### src/rtl/pipe_mux_reg.sv
// N-to-1 operand mux with a one-cycle output register, stall hold and flush.
// Define PIPE_MUX_SEL_CHECK_EN to add the sticky sel_err out-of-range flag.
module pipe_mux_reg #(
  parameter int WIDTH  = 32,
  parameter int NUM_IN = 4,
  parameter int SEL_W  = 2,
  parameter int CNT_W  = 4
) (
  input  logic                    Clk,
  input  logic                    Reset,
  input  logic [NUM_IN*WIDTH-1:0] in_bus,
  input  logic [SEL_W-1:0]        sel,
  input  logic                    in_valid,
  input  logic                    stall,
  input  logic                    flush,
  output logic [WIDTH-1:0]        out,
  output logic                    out_valid,
  output logic [SEL_W-1:0]        out_sel,
`ifdef PIPE_MUX_SEL_CHECK_EN
  output logic [CNT_W-1:0]        stall_cnt,
  output logic                    sel_err
`else
  output logic [CNT_W-1:0]        stall_cnt
`endif
);

  logic [WIDTH-1:0] selWord;
  logic             selInRange;
  logic [WIDTH-1:0] loadWord;
  logic             loadValid;

  // Out-of-range selects fall through to the last input.
  always_comb begin
    selWord = in_bus[(NUM_IN-1)*WIDTH +: WIDTH];
    for (int i = 0; i < NUM_IN - 1; i++) begin
      if (sel == SEL_W'(i))
        selWord = in_bus[i*WIDTH +: WIDTH];
    end
  end

  assign selInRange = (int'(sel) < NUM_IN);

`ifdef PIPE_MUX_SEL_CHECK_EN
  assign loadWord  = selInRange ? selWord : '0;
  assign loadValid = selInRange & in_valid;
`else
  assign loadWord  = selWord;
  assign loadValid = in_valid;
`endif

  always_ff @(posedge Clk) begin
    if (Reset) begin
      out       <= '0;
      out_valid <= 1'b0;
      out_sel   <= '0;
      stall_cnt <= '0;
    end else if (flush) begin
      out       <= '0;
      out_valid <= 1'b0;
      out_sel   <= '0;
      stall_cnt <= '0;
    end else if (stall) begin
      if (stall_cnt != {CNT_W{1'b1}})
        stall_cnt <= stall_cnt + CNT_W'(1);
    end else begin
      out       <= loadWord;
      out_valid <= loadValid;
      out_sel   <= sel;
      stall_cnt <= '0;
    end
  end

`ifdef PIPE_MUX_SEL_CHECK_EN
  // Sticky: only a load cycle evaluates sel; only Reset clears.
  always_ff @(posedge Clk) begin
    if (Reset)
      sel_err <= 1'b0;
    else if (!flush && !stall && !selInRange)
      sel_err <= 1'b1;
  end
`endif

endmodule
### config.mk
export PLATFORM = sky130hd
export DESIGN_NAME = pipe_mux_reg
export DESIGN_NICKNAME = d
export VERILOG_FILES = /design/src/rtl/pipe_mux_reg.sv
export SDC_FILE = /design/constraint.sdc
export NUM_CORES = 1
export LEC_CHECK = 0
export CORE_MARGIN = 4
export CORE_UTILIZATION = 31
export CTS_CLUSTER_SIZE = 12
export DETAILED_ROUTE_END_ITERATION = 7
export DONT_BUFFER_PORTS = 1
export HOLD_SLACK_MARGIN = 0.05
export REMOVE_ABC_BUFFERS = 1
export SLEW_MARGIN = 10
export SYNTH_ARGS = -nofsm -noshare
export SYNTH_HDL_FRONTEND = slang
export SYNTH_SLANG_ARGS = --single-unit
### constraint.sdc
create_clock -name Clk -period 1.8 [get_ports Clk]
set_input_delay 0.45 -clock Clk [delete_from_list [all_inputs] [get_ports Clk]]
set_output_delay 0.45 -clock Clk [all_outputs]
set_load 0.01 [all_outputs]
# Word level (Yosys, flattened, before mapping)
# Index checks and enable logic that the tools add are counted.
[classes]
add_sub_neg = 1
n_mux = 3
n_bitwise = 1
n_eq_ne = 3
reduce_logical = 3
[ops]
columns = ["operator", "count"]
rows = [
  ["$mux W32", 3],
  ["$add A4 B1 Y4 const B", 1],
  ["$ne A4 B4 Y1 const B", 1],
  ["$reduce_or A3 Y1", 1],
  ["$eq A2 B1 Y1 const B", 1],
  ["$eq A2 B2 Y1 const B", 1],
  ["$logic_not A2 Y1", 1],
  ["$reduce_or A2 Y1", 1],
  ["$not A1 Y1", 1],
]
[word_totals]
input_bits = 135
elab_cells = 15
regBits = 39

# Longest topological paths before layout
# Gate-level depths: netlist (run 1).
[depth]
depth_word = 4
ltp_mapped = 6

# Worst setup path after synthesis (run 1)
# Ideal clock, no wire load.
[synth_timing]
path_type = "input to register"
from = "in stall"
to = "reg out[10]"
path_buffers = 3
t_required_ps = 1742
slack_ps = 155
stages = 6
arrival_time_ps = 1587
path_cell_list = "buf_6 > or4b_4 > buf_6 > buf_8 > o22ai_1 > a21o_1"
[synth_rtl]
columns = ["item", "line", "source"]
rows = [
  ["from (decl)", "14", "input logic stall,"],
  ["to (signal assigned)", "66", "out <= loadWord;"],
  ["to (decl)", "16", "output logic [WIDTH-1:0] out,"],
]

==> results.toml, run 1 <==
[cells_and_area]
area_delta_synth_final_pct = 3.91
antennaDiodeCount = 0
fin_nets = 338
layout_commonest_cell = "mux2i_1"
final_cell_mix = "mux2i_1 (68), dfxtp_1 (39), o22ai_1 (31), a21o_1 (31)"
drive_gt1_frac = 0.0594
design_area_um2 = 2260

[timing]
fin_hold_ws_ps = 231
fmax_mhz = 770
timing.final.hold_violations = 0
period_minus_slack_ps = 1300
grt_setup_unrepaired = "false"
tightest_slew_ps = 362
setup_viol = 0
finalCritPeriodShare = 0.722
drv_slew = 0
slew_headroom = 0.759
skew_ps = 0.876

[critical_path]
crit_type = "input pin to flip-flop"
end_kind = "flip-flop"
max_stage_delay_ps = 720
crit_buf_inv = 0
path_max_fanout = 32
cpMaxStageDelayCell = "or4b_4"
crit_family = "simple AND/OR/NAND/NOR gates"
crit_chain = "or4b_4 > o22ai_1 > a21o_1"
rrSetupSlack_ps = 580
startpoint_type = "input pin"
worstPathArrival_ps = 1530
cp.required_ps = 2030

[floorplanning]
die_w_um = 91.8
pin_count = 174
rows = 30
start_util = 0.320
dieArea_um2 = 8420
core_area_um2 = 6790
die_h_um = 91.8

[clock_network]
cts-resized-gates = 0
cts_buffer_depth = 2
clk_pin_slew_worst_paths_ps = 70
root_buffer = "clkbuf_8"
h-tree-depth = 2
cts_made_buffers = 5
insertion_delay_ps = 280
cts_hold_buf = 0
post_cts_buffers = 0
cts.sinks = 39
cts_tree = "built"

[hold_path]
hold_path.class = "input pin to flip-flop"

[detailed_routing]
initialDrtViolationCount = 32
via_count = 1628
finalWirelength_um = 5250
drtAntennaViolNets = 0
top_layer_used = "met4"
dr_wl_met2_um = 2580
dr.pass1.iters = 3
wl_per_cell_um = 17.6
viasPerCell = 5.46
dr_wl_met3_um = 719
m1WireLength_um = 1890
route.detailed.drc = 0

[power]
powerDensity_nw_per_um2 = 753
p_leak_uw = 0.00120
vdd_drop_max_mv = 0.316
comb_power_share = 0.103
p_seq_frac = 0.551
clkPwrFrac = 0.346
power.share.switching = 0.232
p_int_uw = 1310
switching_power_uw = 395

[placement]
io_buffers = 0
gp_congestion = 0.715
hpwl_um = 3970
place_area_um2 = 2170

[status]
status = "finished clean"

[synth]
synthXorXnorAreaFrac = 0.00403
ys_types = 22
syn_avg_cell_area_um2 = 10.3
synth_simple_gate_area_frac = 0.0426
yosys_warnings = 0
synth.largest_area_cell = "dfxtp_1"
synth_top_family_by_area = "multiplexers"
synth_top_area_share = 0.359
muxShareOfSynthArea = 0.313
synth_fa_ha_area_frac = 0.00575
yosysSeqAreaShare = 0.359
ys_top_cells_by_area = "dfxtp_1 (36%), mux2i_1 (31%), a21o_1 (11%), o22ai_1 (8.9%), buf_6 (2.6%)"
ys_ff_latch = 39
synth.cell_area_um2 = 2170
syn_inst = 211
synth_compound_area_frac = 0.207

[grt]
antenna_found_initial = 0
grt_pass1_vias = 1604
grt_max_degree = 66
gr-total-overflow = 0
grtUsageTotal = 0.116
grt_pass1_wl_um = 7940

[job]
cap_violations = 0
## registers in the layout (all words and copies together), names as in the netlist
register,cells
out_valid,1
out_sel,2
stall_cnt,4
out,32
## worst paths after layout
path	start	to	depth (start not counted)
setup reg to reg	stall_cnt[0]	stall_cnt[1]	4
hold reg to reg	out[22]	out[22]	1
setup / recovery	stall	out[15]	3
hold / removal	Reset	out_sel[0]	1
## metrics by stage
stage | setup slack, ps | instances | utilization | power, µW | TNS (ps)
after detailed placement | 205 | 291 | 0.320 | 1140 | 0
after floorplan | -723 | 192 | - | 1100 | -23140
final | 501 | 298 | 0.333 | 1700 | 0
after CTS | 516 | 298 | 0.333 | 1750 | 0
after global placement | 220 | 291 | 0.320 | 1130 | 0
after global routing | 443 | 298 | 0.333 | 1820 | 0
## synth_stat cells
library cell,count
buf_2,3
nand3_1,2
a31oi_1,1
or4_1,1
buf_4,1
or4b_4,1
nor2_1,6
buf_8,3
clkbuf_1,4
buf_1,3
dfxtp_1,39
buf_6,5
a211oi_1,1
a21o_1,31
nand2_1,3
o221ai_1,1
o22ai_1,31
mux2i_1,68
nor3_1,4
nor3b_1,1
ha_1,1
xnor2_1,1
## layout make-up
| cell class | count | area (µm²) |
|---|---|---|
| fillers | 720 | 4530 |
| flip-flops and latches | 39 | 781 |
| well taps | 96 | 120 |
| clock inverters | 1 | 5.00 |
| repair buffers | 3 | 22.5 |
| clock buffers | 6 | 82.6 |
| multi-input cells | 153 | 1250 |
## metal layers
metal	global-route usage	vias up
met5	0	-
met4	0.0446	0
met3	0.0648	7
met2	0.197	100
met1	0.119	740
li1	-	781
## power groups by stage
| stage | clock network (µW) | logic (µW) | registers, µW |
|---|---|---|---|
| 3_3_place_gp | 0 | 174 | 959 |
| 4_1_cts | 637 | 178 | 939 |
| 5_1_grt | 677 | 196 | 942 |
| 2_1_floorplan | 0 | 153 | 950 |
| 6_report | 588 | 175 | 939 |
| 3_5_place_dp | 0 | 179 | 959 |
## cells by family after synthesis
group / Yosys count
AO/OA/AOI/OAI: 65
multiplexers: 68
AND/OR/NAND/NOR: 18
buffers and inverters: 19
adder cells (fa/ha/maj): 1
flip-flops: 39
XOR/XNOR: 1
No activity file was read; power rests on OpenSTA's default activity.
==> inputs of run 2 (changes only) <==
- clock period: 1.8 -> 1.3 ns (I/O delays scaled with it)
==> results.toml, run 2 (synthesized netlist as in run 1, its figures left out) <==
[detailed_routing]
viasPerCell = 5.38
initialDrtViolationCount = 34
drtAntennaViolNets = 0
wl_per_cell_um = 17.3
dr.pass1.iters = 3
finalWirelength_um = 5260
via_count = 1634
route.detailed.drc = 0

[cells_and_area]
top_regs = "out x32, stall_cnt x4, out_sel x2"
fillerInstances = 706
largest_register_ffs = 32
top_register = "out"
finalNonFillerCells = 304
final_cell_mix = "mux2i_1 (68), dfxtp_1 (39), o22ai_1 (31), a21o_1 (31), buf_4 (7)"
antennaDiodeCount = 0
area_delta_synth_final_pct = 7.13
design_area_um2 = 2330
layout_commonest_cell = "mux2i_1"
fin_nets = 344
drive_gt1_frac = 0.0865

[critical_path]
worstSetupEndpoint = "stall_cnt[2]"
crit_chain = "buf_4"
max_stage_delay_ps = 380
rr_worst_depth = 4
crit_start = "stall_cnt[2]"
cp.required_ps = 980
cpMaxStageDelayCell = "dfxtp_1"
rr_startpoint = "stall_cnt[0]"
cp.depth = 1
worstReg2RegEnd = "stall_cnt[1]"
crit_buf_inv = 1
rrSetupSlack_ps = 260
startpoint_type = "flip-flop"
crit_type = "flip-flop to primary output"
path_max_fanout = 4
crit_family = "flip-flops"
end_kind = "primary output"
worstPathArrival_ps = 820

[grt]
gr-total-overflow = 0
use_met2 = 0.194
antenna_found_initial = 0
grt_pass1_vias = 1596
grt_max_degree = 66
grtUsageTotal = 0.118
top_usage_layer = "met2"
globalRouteMet3Util = 0.0681
grt_pass1_wl_um = 8070
use_met1 = 0.125

[placement]
io_buffers = 0
hpwl_um = 4180
place_area_um2 = 2240
gp_congestion = 0.742
dpl.cell_count = 297

[timing]
finalCritPeriodShare = 0.877
setup_tns_ps = 0
period_minus_slack_ps = 1140
skew_ps = 3.14
drv_slew = 0
setup_viol = 0
fmax_mhz = 877
slew_headroom = 0.832
tightest_slew_ps = 251
grt_setup_unrepaired = "false"
timing.final.hold_violations = 0

[hold_path]
hold_path.class = "input pin to flip-flop"

[clock_network]
cts_tree = "built"
cts_buffer_depth = 2
cts_hold_buf = 0
cts.sinks = 39
clk_pin_slew_worst_paths_ps = 80
post_cts_buffers = 0
cts_made_buffers = 5
root_buffer = "clkbuf_8"
insertion_delay_ps = 280
h-tree-depth = 2
cts-resized-gates = 0

[floorplanning]
die_h_um = 91.8
die_w_um = 91.8
dieArea_um2 = 8420
start_util = 0.320
core_area_um2 = 6790
pin_count = 174
rows = 30

[power]
vdd_drop_max_mv = 0.467
p_leak_uw = 0.00124
powerDensity_nw_per_um2 = 1020
power_uw = 2370

[job]
cap_violations = 0

[status]
status = "finished clean"
-- run 2: cell count changes in the layout (fill, tap and decap cells not counted) --
cell	previous run	this run
buf_4	3	7
buf_12	0	2
-- run 2: how the worst min path moves through the flow --
stage	start	end	slack, ps	cells after the start
2_1_floorplan	Reset	out_sel[0]	400	1
4_1_cts	Reset	out_valid	90	1
3_5_place_dp	Reset	out_sel[0]	400	1
3_3_place_gp	Reset	out_sel[0]	400	1
6_report	Reset	out_sel[0]	100	1
5_1_grt	Reset	out_sel[0]	80	1
-- run 2: per-stage QoR --
step           hold slack (ps)  setup slack [ps]  utilization
3_3_place_gp               405             -91.2        0.330
6_report                   104               160        0.343
3_5_place_dp               405              -102        0.330
5_1_grt                   84.1              92.1        0.343
4_1_cts                   87.8               137        0.343
2_1_floorplan              402             -1100            -
-- run 2: layer usage --
metal,up-vias,share of wire
met3,7,0.14
met1,729,0.37
met2,100,0.48
li1,798,-
met5,-,0
met4,0,0.011
-- run 2: worst reg2reg max path, stage by stage, from the launching register on --
cell and delay, ps:
dfxtp_1 320, ha_1 230, nand3_1 150, mux2i_1 190, nor2_1 50
-- run 2: power by group --
group | internal (µW) | total [µW] | switching (µW)
clock | 416 | 813 | 396
combinational | 160 | 255 | 95.4
sequential | 1240 | 1300 | 55.2
total | 1820 | 2370 | 547
-- run 2: layout make-up --
cell class | count | area [µm²] | area share
Tap cell | 96 | 120 | 0.0516
Clock inverter | 1 | 5.00 | 0.00215
Timing Repair Buffer | 9 | 92.6 | 0.0397
Multi-Input combinational cell | 153 | 1250 | 0.536
Sequential cell | 39 | 781 | 0.335
Clock buffer | 6 | 82.6 | 0.0354
==> inputs of run 3 (changes only) <==
--- a/config.mk
+++ b/config.mk
@@ -7,2 +7,4 @@
 export LEC_CHECK = 0
+export CELL_PAD_IN_SITES_DETAIL_PLACEMENT = 0
+export CELL_PAD_IN_SITES_GLOBAL_PLACEMENT = 2
 export CORE_MARGIN = 4
@@ -13,2 +15,3 @@
 export HOLD_SLACK_MARGIN = 0.05
+export PLACE_DENSITY_LB_ADDON = 0.1
 export REMOVE_ABC_BUFFERS = 1
--- a/constraint.sdc
+++ b/constraint.sdc
@@ -3,2 +3,2 @@
 set_output_delay 0.325 -clock Clk [all_outputs]
-set_load 0.01 [all_outputs]
+set_load 0.005 [all_outputs]
==> results.toml, run 3 (synthesized netlist as in run 1, its figures left out) <==
[status]
status = "finished clean"

[detailed_routing]
drtAntennaViolNets = 0
initialDrtViolationCount = 28
dr.pass1.iters = 4
wl_per_cell_um = 18.3
finalWirelength_um = 5540
route.detailed.drc = 0
viasPerCell = 5.43
via_count = 1639

[cells_and_area]
fin_nets = 341
layout_commonest_cell = "mux2i_1"
drive_gt1_frac = 0.0728
area_delta_synth_final_pct = 6.10
top_regs = "out x32, stall_cnt x4, out_sel x2"
largest_register_ffs = 32
post-route-util = 0.340
fillerInstances = 710
final_cell_mix = "mux2i_1 (68), dfxtp_1 (39), o22ai_1 (31), a21o_1 (31), clkbuf_8 (7)"
top_register = "out"
antennaDiodeCount = 0

[power]
switching_power_uw = 543
clkPwrFrac = 0.368
comb_power_share = 0.104
p_leak_uw = 0.00122
power.share.switching = 0.224
vdd_drop_max_mv = 0.440
p_int_uw = 1880
powerDensity_nw_per_um2 = 1050
p_seq_frac = 0.528

[floorplanning]
dieArea_um2 = 8420
pin_count = 174
die_h_um = 91.8
die_w_um = 91.8
core_area_um2 = 6790
rows = 30
start_util = 0.320

[clock_network]
cts_tree = "built"
insertion_delay_ps = 280
post_cts_buffers = 0
cts_buffer_depth = 2
cts_made_buffers = 5
cts_hold_buf = 0
root_buffer = "clkbuf_8"
cts-resized-gates = 0
clk_pin_slew_worst_paths_ps = 80
h-tree-depth = 2
cts.sinks = 39

[placement]
io_buffers = 0
gp_congestion = 0.722
hpwl_um = 4260

[timing]
drv_slew = 0
finalCritPeriodShare = 0.885
period_minus_slack_ps = 1150
timing.final.hold_violations = 0
skew_ps = 0.588
setup_viol = 0
fmax_mhz = 869
slew_headroom = 0.869
tightest_slew_ps = 190
fin_hold_ws_ps = 104
grt_setup_unrepaired = "false"

[grt]
grtUsageTotal = 0.123
gr-total-overflow = 0
grt_pass1_wl_um = 8320
antenna_found_initial = 0
grt_max_degree = 66
grt_pass1_vias = 1666

[critical_path]
crit_type = "flip-flop to flip-flop"
worstPathArrival_ps = 1330
end_kind = "flip-flop"
cp.required_ps = 1480
startpoint_type = "flip-flop"
path_max_fanout = 5

[job]
cap_violations = 0

[hold_path]
hold_path.class = "input pin to flip-flop"
## run 3: cell types whose count changed in the layout (fill, tap and decap cells not counted), sizes merged
cell	delta
buf	-3
clkbuf	+2
clkinv	-1
## run 3: path summary, 6_finish.rpt
check	from	cells past startpoint	end	slack (ps)
setup / recovery	stall_cnt[1]	4	stall_cnt[1]	150
hold / removal	Reset	1	out_sel[1]	100
setup reg to reg	stall_cnt[1]	4	stall_cnt[1]	150
hold reg to reg	out[27]	1	out[27]	490
## run 3: final cells by class
class	count	area, µm²	share of cell area
multi-input combinational	153	1250	0.541
clock buffer	8	100	0.0434
tap	96	120	0.0521
timing repair buffer	6	57.6	0.0249
sequential	39	781	0.338
## run 3: worst max-delay path: stages, from the launching register on
cell and delay [ps]:
dfxtp_1 420, ha_1 250, nand3_1 150, mux2i_1 180, nor2_1 50
## run 3: power groups by stage
| stage | registers [µW] | logic [µW] | clock network [µW] |
|---|---|---|---|
| final | 1280 | 252 | 893 |
| after global routing | 1290 | 289 | 1010 |
| after CTS | 1280 | 259 | 944 |
| after detailed placement | 1310 | 260 | 0 |
| after global placement | 1310 | 252 | 0 |
| after floorplan | 1300 | 212 | 0 |
## run 3: per-layer routing
layer	GRT usage	wire length, µm	up-vias
met3	0.0574	672	2
met4	0.0334	29	0
met2	0.219	2820	92
li1	-	-	791
met5	0	0	-
met1	0.130	2020	754
## run 3: per-stage QoR
step                      instances  setup WS, ps  TNS, ps  total power (µW)  area (µm²)
after floorplan                 192         -1100   -35140              1510        2020
after global placement          294          -111    -2800              1560        2210
after detailed placement        294          -108    -2720              1570        2210
after CTS                       302           132        0              2480        2310
after global routing            302          40.0        0              2580        2310
final                           302           150        0              2430        2310
